===== src/rtl/rob_commit_ctrl.sv =====
// -----------------------------------------------------------------------------
// rob_commit_ctrl
//
// Reorder-buffer tag allocator and in-order commit sequencer for a renamed
// register file. Tags are handed out at dispatch (driving the register file's
// rename write), results are captured from the CDB per tag, and entries retire
// strictly in program order, at most one per cycle. Each retirement drives a
// one-cycle pulse on the per-entry ready vector, with that entry's stored data
// and destination on the per-entry buses.
//
// Ports:
//   i_clk             clock
//   i_rst             synchronous active-high reset
//   i_flush           discard every in-flight entry (beats dispatch, CDB, commit)
//   i_dispatch_valid  decoder requests a tag
//   i_dispatch_rd     architectural destination of the dispatching instruction
//   o_dispatch_ready  a tag is available this cycle
//   o_reg_ld_instr    rename write strobe to the register file
//   o_rd_tag          tag being allocated (current tail, zero-extended)
//   o_rd              destination for the rename write
//   i_cdb_valid       result broadcast valid
//   i_cdb_tag         tag of the broadcast result
//   i_cdb_data        broadcast result
//   o_rdy_vec         per-entry commit pulse (one-hot or zero)
//   o_data_vec        per-entry committed data, entry i at [i*Width +: Width]
//   o_rd_bus          per-entry destination, entry i at [i*5 +: 5]
//   o_commit_valid    one entry retired on the previous edge
//   o_commit_tag      tag that retired
//   o_empty           no entries allocated
// -----------------------------------------------------------------------------
module rob_commit_ctrl #(
  parameter int unsigned Width    = 32,
  parameter int unsigned Size     = 8,
  parameter int unsigned TagWidth = 4
) (
  input  logic                  i_clk,
  input  logic                  i_rst,
  input  logic                  i_flush,
  input  logic                  i_dispatch_valid,
  input  logic [4:0]            i_dispatch_rd,
  output logic                  o_dispatch_ready,
  output logic                  o_reg_ld_instr,
  output logic [TagWidth-1:0]   o_rd_tag,
  output logic [4:0]            o_rd,
  input  logic                  i_cdb_valid,
  input  logic [TagWidth-1:0]   i_cdb_tag,
  input  logic [Width-1:0]      i_cdb_data,
  output logic [Size-1:0]       o_rdy_vec,
  output logic [Size*Width-1:0] o_data_vec,
  output logic [Size*5-1:0]     o_rd_bus,
  output logic                  o_commit_valid,
  output logic [TagWidth-1:0]   o_commit_tag,
  output logic                  o_empty
);

  localparam int unsigned PtrW   = $clog2(Size);
  localparam int unsigned CountW = PtrW + 1;

  localparam logic [CountW-1:0] FullCount = CountW'(Size);
  localparam logic [CountW-1:0] CountOne  = CountW'(1);
  localparam logic [PtrW-1:0]   PtrOne    = PtrW'(1);

  // Pointer / occupancy state
  logic [PtrW-1:0]   r_head;
  logic [PtrW-1:0]   r_tail;
  logic [CountW-1:0] r_count;

  // Per-entry state
  logic [Size-1:0]   r_valid;
  logic [Size-1:0]   r_done;
  logic [4:0]        r_rd   [Size];
  logic [Width-1:0]  r_data [Size];

  // Registered commit outputs
  logic [Size-1:0]     r_rdy_vec;
  logic                r_commit_valid;
  logic [TagWidth-1:0] r_commit_tag;
  logic                r_empty;

  // Combinational control
  logic              w_full;
  logic              w_dispatch_ready;
  logic              w_dispatch_fire;
  logic [PtrW-1:0]   w_cdb_idx;
  logic              w_cdb_in_range;
  logic              w_cdb_fire;
  logic              w_commit;
  logic [CountW-1:0] w_count_next;

  // ---------------------------------------------------------------------------
  // Dispatch side
  // ---------------------------------------------------------------------------
  // Readiness looks only at the registered count, so a slot freed by a commit
  // on this same edge is not offered until the following cycle.
  assign w_full           = (r_count == FullCount);
  assign w_dispatch_ready = !w_full && !i_flush;
  assign w_dispatch_fire  = i_dispatch_valid && w_dispatch_ready;

  assign o_dispatch_ready = w_dispatch_ready;
  assign o_reg_ld_instr   = w_dispatch_fire;
  assign o_rd_tag         = TagWidth'(r_tail);
  assign o_rd             = i_dispatch_rd;

  // ---------------------------------------------------------------------------
  // CDB capture
  // ---------------------------------------------------------------------------
  assign w_cdb_idx = i_cdb_tag[PtrW-1:0];

  // Tags at or above Size alias onto real entries through the low bits, so
  // they must be rejected explicitly.
  if (TagWidth > PtrW) begin : g_tag_hi
    assign w_cdb_in_range = ~|i_cdb_tag[TagWidth-1:PtrW];
  end else begin : g_tag_fit
    assign w_cdb_in_range = 1'b1;
  end

  // Broadcasts to unallocated entries are dropped.
  assign w_cdb_fire = i_cdb_valid && w_cdb_in_range && r_valid[w_cdb_idx];

  // ---------------------------------------------------------------------------
  // Commit decision
  // ---------------------------------------------------------------------------
  // Uses the registered done bit, so a result captured on edge k retires on
  // edge k+1 at the earliest.
  assign w_commit = r_valid[r_head] && r_done[r_head] && !i_flush;

  always_comb begin
    w_count_next = r_count;
    case ({w_dispatch_fire, w_commit})
      2'b10:   w_count_next = r_count + CountOne;
      2'b01:   w_count_next = r_count - CountOne;
      default: w_count_next = r_count;
    endcase
  end

  // ---------------------------------------------------------------------------
  // State update
  // ---------------------------------------------------------------------------
  always_ff @(posedge i_clk) begin
    if (i_rst) begin
      r_head         <= '0;
      r_tail         <= '0;
      r_count        <= '0;
      r_valid        <= '0;
      r_done         <= '0;
      r_rdy_vec      <= '0;
      r_commit_valid <= 1'b0;
      r_commit_tag   <= '0;
      r_empty        <= 1'b1;
      for (int i = 0; i < Size; i++) begin
        r_rd[i]   <= '0;
        r_data[i] <= '0;
      end
    end else if (i_flush) begin
      // Stored data/rd are left as-is; only the bookkeeping is discarded.
      r_head         <= '0;
      r_tail         <= '0;
      r_count        <= '0;
      r_valid        <= '0;
      r_done         <= '0;
      r_rdy_vec      <= '0;
      r_commit_valid <= 1'b0;
      r_commit_tag   <= '0;
      r_empty        <= 1'b1;
    end else begin
      r_count <= w_count_next;
      r_empty <= (w_count_next == '0);

      if (w_cdb_fire) begin
        r_done[w_cdb_idx] <= 1'b1;
        r_data[w_cdb_idx] <= i_cdb_data;
      end

      // Commit pulse lasts exactly the one cycle after the retiring edge.
      r_rdy_vec      <= '0;
      r_commit_valid <= w_commit;
      r_commit_tag   <= '0;
      if (w_commit) begin
        r_valid[r_head]   <= 1'b0;
        r_done[r_head]    <= 1'b0;
        r_rdy_vec[r_head] <= 1'b1;
        r_commit_tag      <= TagWidth'(r_head);
        r_head            <= r_head + PtrOne;
      end

      // Placed last so a dispatch overrides any same-slot CDB write above.
      if (w_dispatch_fire) begin
        r_valid[r_tail] <= 1'b1;
        r_done[r_tail]  <= 1'b0;
        r_rd[r_tail]    <= i_dispatch_rd;
        r_tail          <= r_tail + PtrOne;
      end
    end
  end

  // ---------------------------------------------------------------------------
  // Outputs
  // ---------------------------------------------------------------------------
  for (genvar g = 0; g < Size; g++) begin : g_entry_out
    assign o_data_vec[g*Width +: Width] = r_data[g];
    assign o_rd_bus[g*5 +: 5]           = r_rd[g];
  end

  assign o_rdy_vec      = r_rdy_vec;
  assign o_commit_valid = r_commit_valid;
  assign o_commit_tag   = r_commit_tag;
  assign o_empty        = r_empty;

endmodule


===== config.mk =====
export PLATFORM = sky130hd
export DESIGN_NAME = rob_commit_ctrl
export DESIGN_NICKNAME = d
export VERILOG_FILES = /design/src/rtl/rob_commit_ctrl.sv
export SDC_FILE = /design/constraint.sdc
export NUM_CORES = 1
export LEC_CHECK = 0
export BUFFER_PORTS_ARGS = -buffer_cell sky130_fd_sc_hd__buf_2
export CAP_MARGIN = 20
export CORE_UTILIZATION = 35
export DETAILED_ROUTE_END_ITERATION = 6
export PLACE_DENSITY_LB_ADDON = 0.15
export SKIP_LAST_GASP = 1
export SLEW_MARGIN = 30
export SYNTH_ARGS = -nofsm -noshare
export SYNTH_HDL_FRONTEND = slang
export SYNTH_SLANG_ARGS = --single-unit

===== constraint.sdc =====
create_clock -name i_clk -period 7.1 [get_ports i_clk]
set_clock_uncertainty 0.2 [all_clocks]
set_input_delay 0.71 -clock i_clk [delete_from_list [all_inputs] [get_ports i_clk]]
set_output_delay 0.71 -clock i_clk [all_outputs]
set_load 0.1 [all_outputs]

==> reports/results.txt, run 1 <==
The flow ran to the end, but the final reports show violations. The final reports fail on design-rule violations. Sort of element at the start of the critical path: a flip-flop. For the starting density of the core, the log shows 0.356.

The run gives 514 as the count of routing violations after the opening detailed-route iteration. After detailed routing, the total wire length is 38.2 mm. In this run the static leakage power is 6.89 nW.

The count of port buffers added during placement is 364, and the total negative setup slack is 0 ns. The tools report the number of buffers inserted to repair setup after CTS as 0. Post-CTS repair changed the size of 0 cells. For the worst flop-to-flop path, the logic depth is 13. Setup repair after global routing left no endpoint under its margin. The run gives 8238 as the via count of the first global-routing pass.

The top cell type's share of synthesized area was 0.683. Clock-pin slew on the worst setup and hold paths: 0.06 ns. On the worst path, the slowest cell contributes a delay of 0.78 ns.

The area growth from synthesis to layout came out at 26.6%. Setup violations remaining at the end of the flow were counted as 0. The fraction of registers with async set/reset was 0; the number of antenna violations at the first check in global routing was 0. The synthesized netlist occupies a cell area of 13000 sq um. Along the worst path, the maximum fanout reaches 19. The tools report the switching power as 1.39 mW.

The run gives 1 as the number of design rule violations left after detail routing. Most used flip-flop cell after synthesis: edfxtp_1. The end point of the most critical hold path is r_tail[0]. The count of synthesis-stage warnings from yosys came out at 0. The final period demand of the worst path is 3.86 ns.

TritonCTS built the clock tree. Across all register-to-register paths, the minimum setup slack is 3.24 ns. The tools report the sequential share of the synthesized area as 0.743. The share of final-layout standard cells stronger than drive strength 1 is 0.355. The register bit count reported by yosys came out at 335. The class of the tightest hold or removal check was flip-flop to flip-flop. The logs give 53 for the count of unique library cells instantiated by Yosys and 8184 for the routed via count.

In this run the power density over the cells is 284 nW/um^2. The width of the die works out to 195 um. For the sum of internal, switching and leakage power, the log shows 4.68 mW. Reg-to-reg startpoint: r_head[1]. The net switching share of the total power was 0.297; the cell-internal power was 3.29 mW. The standard cell core area was 36600 sq um; the global router's overall resource usage was 0.201. For the max-capacitance violation count, the log shows 0. After floorplanning, the core was divided into 70 placement rows. Depth of the critical timing path with buffers and inverters included: 13. The logs give 883 for the number of instances in the synthesized netlist and 0.390 for the relative contribution of the clock network to total power.

The total number of clock tree sinks is 335. Combinational fraction of design power: 0.137. For the worst max-slew margin expressed relative to the limit, the log shows 0.401. The synthesized design spends more area on one cell type than any other, namely edfxtp_1.

The logs give 0 for the number of buffers added to fix hold violations after cts and 0.474 for the sequential share of power. The total overflow left after global routing is 0. The H-tree was split into 2 levels. The count of buffer and inverter cells on the critical path was 1; the number of enable flip-flop cells after synthesis was 296. The maximum number of pins on one net before global-route repair was 34.

Dividing the detail-routed via count by the number of cells gives 4.69. Static timing analysis puts the maximum clock frequency at 0.259 GHz. The measured slew at the worst slew-check pin is 0.899 ns, and the average wire per standard cell is 21.9 um.

From bottom edge to top edge, the die measures 195 um. Walking the worst path, the cells encountered are mux2_4 -> a22o_1 -> a211o_1 -> nand2_2 -> inv_2 -> ha_1 -> xor2_1 -> ha_1 -> a21oi_1 -> xor2_1 -> nor2_1 -> xnor2_1 -> a31o_1. Slowest library cell on the worst path: dfxtp_1. The tools report the critical path capture point type as a flip-flop.

Counting instances, the worst hold path has a depth of 2. The family of cells with the greatest summed delay on the critical path is compound AO/OA/AOI/OAI gates. The tools report the final count of pins violating max slew as 0. In this run the deepest clock path goes through 3 buffers. The run gives 0.319 ns as the minimum hold slack.

At the later pin of the worst-skew pair, clock insertion delay measures 0.54 ns. The worst hold path startpoint was r_tail[0]. End of the worst register-to-register path: o_empty. By count the netlist is led by and2_1, edfxtp_1, dfxtp_1, clkbuf_1, nor2_1. The die area is 38000 sq um. The final period utilization is 0.543. The per-instance average area after synthesis was 14.7 sq um; the net count of the finished layout was 1296. The critical path is of the flip-flop to flip-flop type.

The first TritonRoute pass finished after 7 iterations. The cell with the most instances after synthesis is and2_1. After legalization and detailed placement, the total HPWL measured 25.8 mm. The layout has 3394 filler cells. IR analysis of the VDD net gives a maximum drop of 163 uV.

The tools report the number of CTS-inserted buffers as 39. By area the synthesized netlist is led by edfxtp_1, and2_1, dfxtp_1. The wire length of the first global-routing pass was 55.7 mm. Routability-driven placement finished with a final weighted congestion of 0.832. The tools report the hold violation total from the final report as 0.

The cell sitting at the root of the clock tree is a clkbuf_16. 367 I/O pins were placed. The critical path data required time is 7.33 ns.

The detail route stage leaves a number of antenna-violating nets equal to 0. At the worst endpoint, the arrival time is 4.08 ns.
==> layout make-up <==
type                            instances  area, sq um  area share
Multi-Input combinational cell        496         3160       0.192
Antenna cell                            1         2.50    0.000152
Inverter                                4         15.0    0.000911
Timing Repair Buffer                  369         1900       0.115
Clock buffer                           47         1030      0.0623
Tap cell                              468          586      0.0355
Clock inverter                         24          124     0.00752
Sequential cell                       335         9670       0.587
==> cells in the final DEF (no fill, tap or decap), types with 3 or more instances in the layout <==
master     netlist  routed
edfxtp_1       296     296
nor3b_1          6       6
a31oi_1          4       4
nand2b_1         6       6
inv_1            3       3
nor2_1          37      31
nor2_4           0       4
a2111oi_2        3       3
ha_1             5       5
clkinv_1         0      11
mux2i_1          6       6
nand2_1         14      14
dfxtp_1         39      39
clkbuf_1        37       7
nor4_1           9       8
buf_2            2     364
or2_1            8       8
xor2_1           4       4
or2_2           12      11
a21oi_1         16      16
o21ai_0         10      10
clkbuf_16        0      40
and2_1         298     298
and3_1           3       3
nor3_1          13      13
nand3_1          6       6
buf_4            7       3
clkinv_2         0      10
==> layer usage <==
metal  GRT usage  part of all wire
met4      0.0659             0.027
met5           0                 0
met1       0.250              0.41
met3      0.0503             0.063
met2       0.341              0.50
==> sequential cells by signal (all words and copies together), names as in the netlist, 3 cells and up <==
register,flops
r_rd,40
o_commit_tag,3
r_tail,3
r_data,256
r_valid,8
r_done,8
r_head,3
r_count,4
o_rdy_vec,8
==> cells by family after synthesis <==
family / synth area share
simple gates: 0.196
compound gates: 0.0256
xor+xnor: 0.00404
fa+ha+maj: 0.00480
buf+inv: 0.0186
other cells: 0.000288
flops: 0.743
mux: 0.00836
==> worst register-to-register path, stage by stage, from the launching register on <==
cell	delay [ns]
dfxtp_1	0.78
mux2_4	0.36
a22o_1	0.27
a211o_1	0.34
nand2_2	0.22
inv_2	0.21
ha_1	0.33
xor2_1	0.17
ha_1	0.18
a21oi_1	0.14
xor2_1	0.16
nor2_1	0.07
xnor2_1	0.14
a31o_1	0.18
==> power by group through the flow <==
stage	combinational, mW	sequential (mW)	clock, mW
finish	0.640	2.22	1.82
CTS	0.642	2.22	1.87
global placement	0.640	2.26	0
floorplan	0.0645	2.70	0
global route	0.656	2.22	1.94
detailed placement	0.642	2.26	0
==> per-stage QoR <==
step	setup WS, ns	instance area (sq um)	util	instances
after floorplan	3.67	13000	-	884
after global placement	2.97	15300	0.417	1670
after detailed placement	2.82	15300	0.417	1670
after CTS	3.24	16400	0.448	1741
after global routing	2.95	16500	0.450	1743
final	3.24	16500	0.450	1744
==> how the worst max path moves through the flow <==
stage / startpoint / slack (ns) / to
floorplan: i_flush / 3.67 / o_empty
global placement: i_rst / 2.97 / r_data[6][14]
detailed placement: i_rst / 2.82 / r_data[6][11]
CTS: r_head[1] / 3.24 / o_empty
global route: r_head[0] / 2.95 / o_empty
finish: r_head[1] / 3.24 / o_empty
(Power assumes the default switching activity.)
==> run 2, diff against run 1 <==
- clock period: 7.1 -> 3.1 ns (I/O delays scaled with it)
==> reports/results.txt, run 2 (synthesis gave the netlist of run 1 again) <==
For the cell-internal power, the log shows 7.90 mW. The register with the most flip-flops in the layout has 256 of them. STA classifies the critical path endpoint as a flip-flop. IR analysis of the VDD net gives a maximum drop of 443 uV. Class of the tightest hold or removal check: primary input to flip-flop. TritonCTS built the clock tree.

The run gives 0.344 GHz as the highest clock rate. In the layout the commonest cells are buf_2, and2_1, edfxtp_1, clkbuf_16, dfxtp_1. Setup repair after global routing left no endpoint under its margin. The share of final-layout standard cells stronger than drive strength 1 was 0.363. In the final layout, the registers with the most flip-flops are r_data: 256 flops, r_rd: 40 flops.

The logs give 0 for the final count of pins violating max slew and 0.199 for the global router's overall resource usage. The tree is rooted in a clkbuf_16. The die covers 38000 sq um. Setup violations remaining at the end of the flow were counted as 0. For the worst setup path, the data required time is 3.38 ns. The post-layout utilization of the core came out at 0.469.

Detailed routing inserted a total of 8440 vias. After routing the design area is 17200 sq um. The standard cell core area was 36600 sq um; the standard cell area after detailed placement was 15500 sq um. The final period demand of the worst path works out to 2.91 ns. The net switching share of the total power was 0.287; the number of buffers on the longest clock path was 3. Hold violation total from the final report: 0.

The run gives 0.356 as the starting density of the core. After routing, the total negative slack on setup checks comes to 0 ns. The cell leakage power was 7.22 nW; the combinational fraction of design power was 0.137. Number of antenna violations at the first check in global routing: 3. Length of the first detailed-routing pass in iterations: 4. STA classifies the critical path startpoint as a flip-flop. For the maximum number of pins on one net before global-route repair, the log shows 33. The HPWL after detailed placement was 25.2 mm; the number of antenna diodes was 0. Worst setup path category: flip-flop to flip-flop. The flow ran to the end, and the final reports show no timing, DRC or antenna violations. The register with the most flip-flops was r_data. In the final routed layout, each cell accounts on average for 21.2 um. The width of the die is 195 um, and the worst max-slew margin expressed relative to the limit is 0.590. Setup slack on the critical path of the routed design comes to 0.190 ns.

For the worst setup path, the data arrival time is 3.19 ns. The count of port buffers added during placement works out to 364. Routability-driven placement finished with a final weighted congestion of 0.832. For this run the aggregate overflow at the end of global routing stands at 0. For this block, the routed nets add up to 38.4 mm of wire.

TritonCTS created 38 clock buffers. The average via count per standard cell works out to 4.66. The relative contribution of the clock network to total power was 0.406. For the number of buffers inserted to repair setup after CTS, the log shows 0. After floorplanning, the core was divided into 70 placement rows. The run gives 2 as the H-tree level count. Dividing total power by cell area gives a power density of 645 nW/um^2. The final period utilization is 0.939, and the area growth from synthesis to layout is 31.9%.

The die height came out at 195 um. Once detail routing completed, the nets flagged for antenna violations numbered 0. For the sequential share of power, the log shows 0.457.

The post-placement worst setup slack came out at 0.109 ns. Clock latency on the worst-skew pair, taken at its later pin, is 0.54 ns. In this run the worst path has a maximum fanout of 7. In this run the count of I/O pins placed on the die edge is 367. The tools report the total number of clock tree sinks as 335. The first global-routing pass estimated 55.0 mm of wire.

In the final design database the tool counted 1364 nets. For this design the total switching power over the nets is 3.18 mW. Clock-pin slew on the worst setup and hold paths: 0.06 ns. At the pin with the least slew margin, the transition time is 0.610 ns. The run gives 8384 as the via count of the first global-routing pass. The library cell used most frequently in the layout, excluding fill and tap cells, is buf_2. The detailed router finished its first iteration with 460 violations. Across the run, the number of max-cap violations was 0.

The number of design rule violations left after detail routing is 0, and the count of filler cells inserted in the layout is 3350.
==> run 2: power groups by stage <==
stage	clock network (mW)	registers [mW]	logic, mW
detailed placement	0	5.16	1.49
global route	4.77	5.08	1.55
floorplan	0	6.19	0.148
finish	4.50	5.07	1.52
CTS	4.62	5.07	1.53
global placement	0	5.16	1.49
==> run 2: routing by layer <==
layer | track usage | share of wire
met1 | 0.260 | 0.44
met2 | 0.327 | 0.48
met3 | 0.0411 | 0.060
met4 | 0.0703 | 0.024
met5 | 0 | 0
==> run 2: worst max-delay path, stage by stage, from the launching register on <==
cell	delay (ns)
dfxtp_1	0.38
or4b_1	0.62
and3_2	0.28
inv_1	0.15
ha_4	0.19
xor2_1	0.07
ha_1	0.20
a21oi_2	0.12
xor2_1	0.18
nor2_1	0.07
xnor2_1	0.23
a31o_1	0.17
==> run 2: worst paths after layout <==
kind	startpoint	to	slack [ns]	cells after the start
max	r_count[1]	o_empty	0.19	11
min	i_dispatch_rd[1]	r_rd[7][1]	0.02	2
max reg2reg	r_count[1]	o_empty	0.19	11
min reg2reg	r_tail[0]	r_tail[0]	0.32	2
==> run 2: stage by stage <==
stage	instances	hold WS (ns)	power, mW
3_3_place_gp	1705	0.312	6.65
2_1_floorplan	884	0.283	6.33
6_report	1811	0.0240	11.1
3_5_place_dp	1705	0.309	6.65
4_1_cts	1811	0.00411	11.2
5_1_grt	1811	0.0361	11.4
==> run 2: layout make-up <==
cell class / count / area [sq um] / share of cell area
clock buffer: 50 / 996 / 0.0580
clock inverter: 20 / 235 / 0.0137
inverter: 4 / 15.0 / 0.000874
multi-input combinational: 496 / 3180 / 0.185
sequential: 335 / 9670 / 0.563
tap: 468 / 586 / 0.0341
timing repair buffer: 438 / 2490 / 0.145
==> run 2: timing repair <==
action,in CTS,in global routing
resized for setup,0,9
setup endpoints to repair,0,2
hold buffers,36,0
endpoints found under the hold margin,281,0
==> run 3, diff against run 2 <==
==> constraint.sdc (replaced) <==
create_clock -name i_clk -period 3.1 [get_ports i_clk]
set_clock_uncertainty 0.2 [all_clocks]
set_input_delay 0.62 -clock i_clk [delete_from_list [all_inputs] [get_ports i_clk]]
set_output_delay 0.62 -clock i_clk [all_outputs]
set_load 0.1 [all_outputs]
==> reports/results.txt, run 3 (synthesis gave the netlist of run 1 again) <==
For this run, design rule violations remaining after detail routing come to 0. The worst hold path terminates at r_data[3][16]. The design draws 11.1 mW.

The finished cells cover 16900 sq um. The final setup violation count was 0. The run gives 8238 as the via count of the first global-routing pass.

After detailed placement, the total cell area comes to 15600 sq um. The run gives 0 as the remaining global-route overflow. Leaving out fill and tap cells, the most frequent cells in the layout are buf_2, and2_1, edfxtp_1, clkbuf_16, dfxtp_1.

The tools report the reg2reg setup slack as 0.17 ns. Summing over every cut layer, the via total after detailed routing is 8345. The class of the tightest hold or removal check is primary input to flip-flop. The repair_antennas step left the layout with diodes totalling 0. For the pin with the worst max-slew slack, the measured transition is 0.623 ns.

The multi-input combinational cells in the finished layout cover a total of 3180 sq um. The worst setup path category is flip-flop to flip-flop. CTS placed an instance of clkbuf_16 at the clock tree root.

The die is 195 um wide. The run gives 0 as the final count of pins violating max slew. Relative to the synthesized area, the layout overhead comes to 29.5%.

The hold violation total from the final report is 0. The share of final-layout standard cells stronger than drive strength 1 was 0.377; the count of port buffers added during placement was 364. The flow ran to the end, and the final reports show no timing, DRC or antenna violations.

The final non-filler cell total is 1776. The number of nets with antenna violations after routing was 0; the power density of the placed cells was 659 nW/um^2. Entering global routing, the biggest net connects 33 pins.

The congestion estimate from routability-driven global placement came to 0.836. The final period utilization is 0.946, and the clock latency of the later-clocked register in the worst-skew pair is 0.54 ns. For the number of buffers added to fix hold violations after cts, the log shows 0.

The endpoint identified for the worst register-to-register timing path is o_empty. The first global-routing pass estimated 54.7 mm of wire. The number of antenna violations at the first check in global routing was 1. Across the whole layout, storage elements account for 9670 sq um. The tools report the critical path capture point type as a flip-flop.

Dividing the detail-routed via count by the number of cells gives 4.70. The HPWL after detailed placement is 25.0 mm. The most common cell after layout, fill and taps aside was buf_2. The length of the first detailed-routing pass in iterations is 5.

The worst hold path passes through 2 cells. The tools report the worst hold path startpoint as i_cdb_data[16]. Once the clock tree was built, the resizer swapped 0 gates to a different size. The register with the most flip-flops in the layout has 256 of them. The worst max-slew margin expressed relative to the limit is 0.581.

For the number of buffers inserted to repair setup after CTS, the log shows 0. Setup repair after global routing left no endpoint under its margin. The depth of the most critical reg-to-reg path was 13; the number of rows created at floorplan was 70.

Data on the critical path is required at its endpoint by 3.33 ns. For the post-placement worst setup slack, the log shows 0.138 ns. TritonCTS built the clock tree. For the standard cell core area, the log shows 36600 sq um. The sort of element at the start of the critical path is a flip-flop. The die area was 38000 sq um.

The largest registers in the layout are r_data: 256 flops, r_rd: 40 flops. The total negative setup slack was 0 ns; the average wire per standard cell was 21.2 um. Along the worst path, the maximum fanout reaches 5. The worst-case vdd ir drop was 430 uV. The post-placement cell count was 1706; the H-tree level count was 2. Register with the most flip-flops: r_data.

Clock tree synthesis found a total of 335 sinks. The run gives 37.7 mm as the overall routed net length. The tools report the I/O pin total as 367.

The tools report the starting density of the core as 0.356. The run gives 3354 as the count of filler cells inserted in the layout. The startpoint identified for the worst register-to-register timing path is r_head[1]. Static timing analysis puts the maximum clock frequency at 0.341 GHz. Setup slack on the critical path of the routed design comes to 0.166 ns. The die height works out to 195 um. Across the run, the number of max-cap violations was 0. In this run, the number of DRC markers left after iteration 0 of detailed routing was 540. The clock-pin slew on the worst setup and hold paths is 0.06 ns. Counting the buffers created by CTS gives 38.

At the end of the flow, the number of nets in the layout was 1329. The global router's overall resource usage is 0.197, and the number of buffers on the longest clock path is 3. The tools report the endpoint arrival time on the critical path as 3.16 ns. The analysis attributes to cell leakage a power of 7.11 nW.

After layout, the minimum clock period comes to 2.93 ns.
[run 3: cell count changes in the layout (fill, tap and decap cells not counted), sizes merged]
cell         before  now
dlygate4sd3      36    0
buf             402  403
clkbuf           50   55
bufinv            5    4
inv               6    5
clkinv           12    9
[run 3: cell type report]
cell class,instances,share of cell area
inverter,4,0.000890
multi-input combinational,496,0.188
tap,468,0.0347
sequential,335,0.574
clock inverter,15,0.0103
timing repair buffer,403,0.128
clock buffer,55,0.0640
[run 3: per-layer routing]
| metal | vias up | routed length, um | GRT usage |
|---|---|---|---|
| li1 | 3899 | - | - |
| met3 | 50 | 2620 | 0.0534 |
| met2 | 324 | 18000 | 0.322 |
| met5 | - | 0 | 0 |
| met1 | 4072 | 16400 | 0.257 |
| met4 | 0 | 739 | 0.0525 |
[run 3: how the worst max path moves through the flow]
stage / from / to / cells past startpoint / slack, ns
global route: r_head[1] / o_empty / 13 / 0.01
CTS: r_head[1] / o_empty / 14 / 0.10
global placement: r_head[1] / o_empty / 14 / 0.18
finish: r_head[1] / o_empty / 13 / 0.17
detailed placement: r_head[1] / o_empty / 14 / 0.14
floorplan: r_head[1] / o_empty / 15 / 0.01
[run 3: critical path: stages (launching register included)]
cell     delay, ns
dfxtp_2       0.35
mux2_4        0.30
a22o_1        0.26
a211o_1       0.34
nand2_2       0.08
inv_2         0.05
ha_2          0.21
xor2_1        0.15
ha_1          0.20
a21oi_2       0.12
xor2_1        0.16
nor2_1        0.07
xnor2_1       0.15
a31o_1        0.18
[run 3: where the power goes]
part	switching, mW	total, mW	leakage [nW]	internal [mW]
sequential	0.0370	5.06	3.38	5.03
combinational	1.33	1.48	3.12	0.154
clock	1.81	4.56	0.609	2.76
[run 3: metrics by stage]
stage	hold WS, ns	util
finish	0.259	0.461
global route	0.247	0.461
global placement	0.301	0.426
floorplan	0.283	-
CTS	0.225	0.460
detailed placement	0.312	0.426
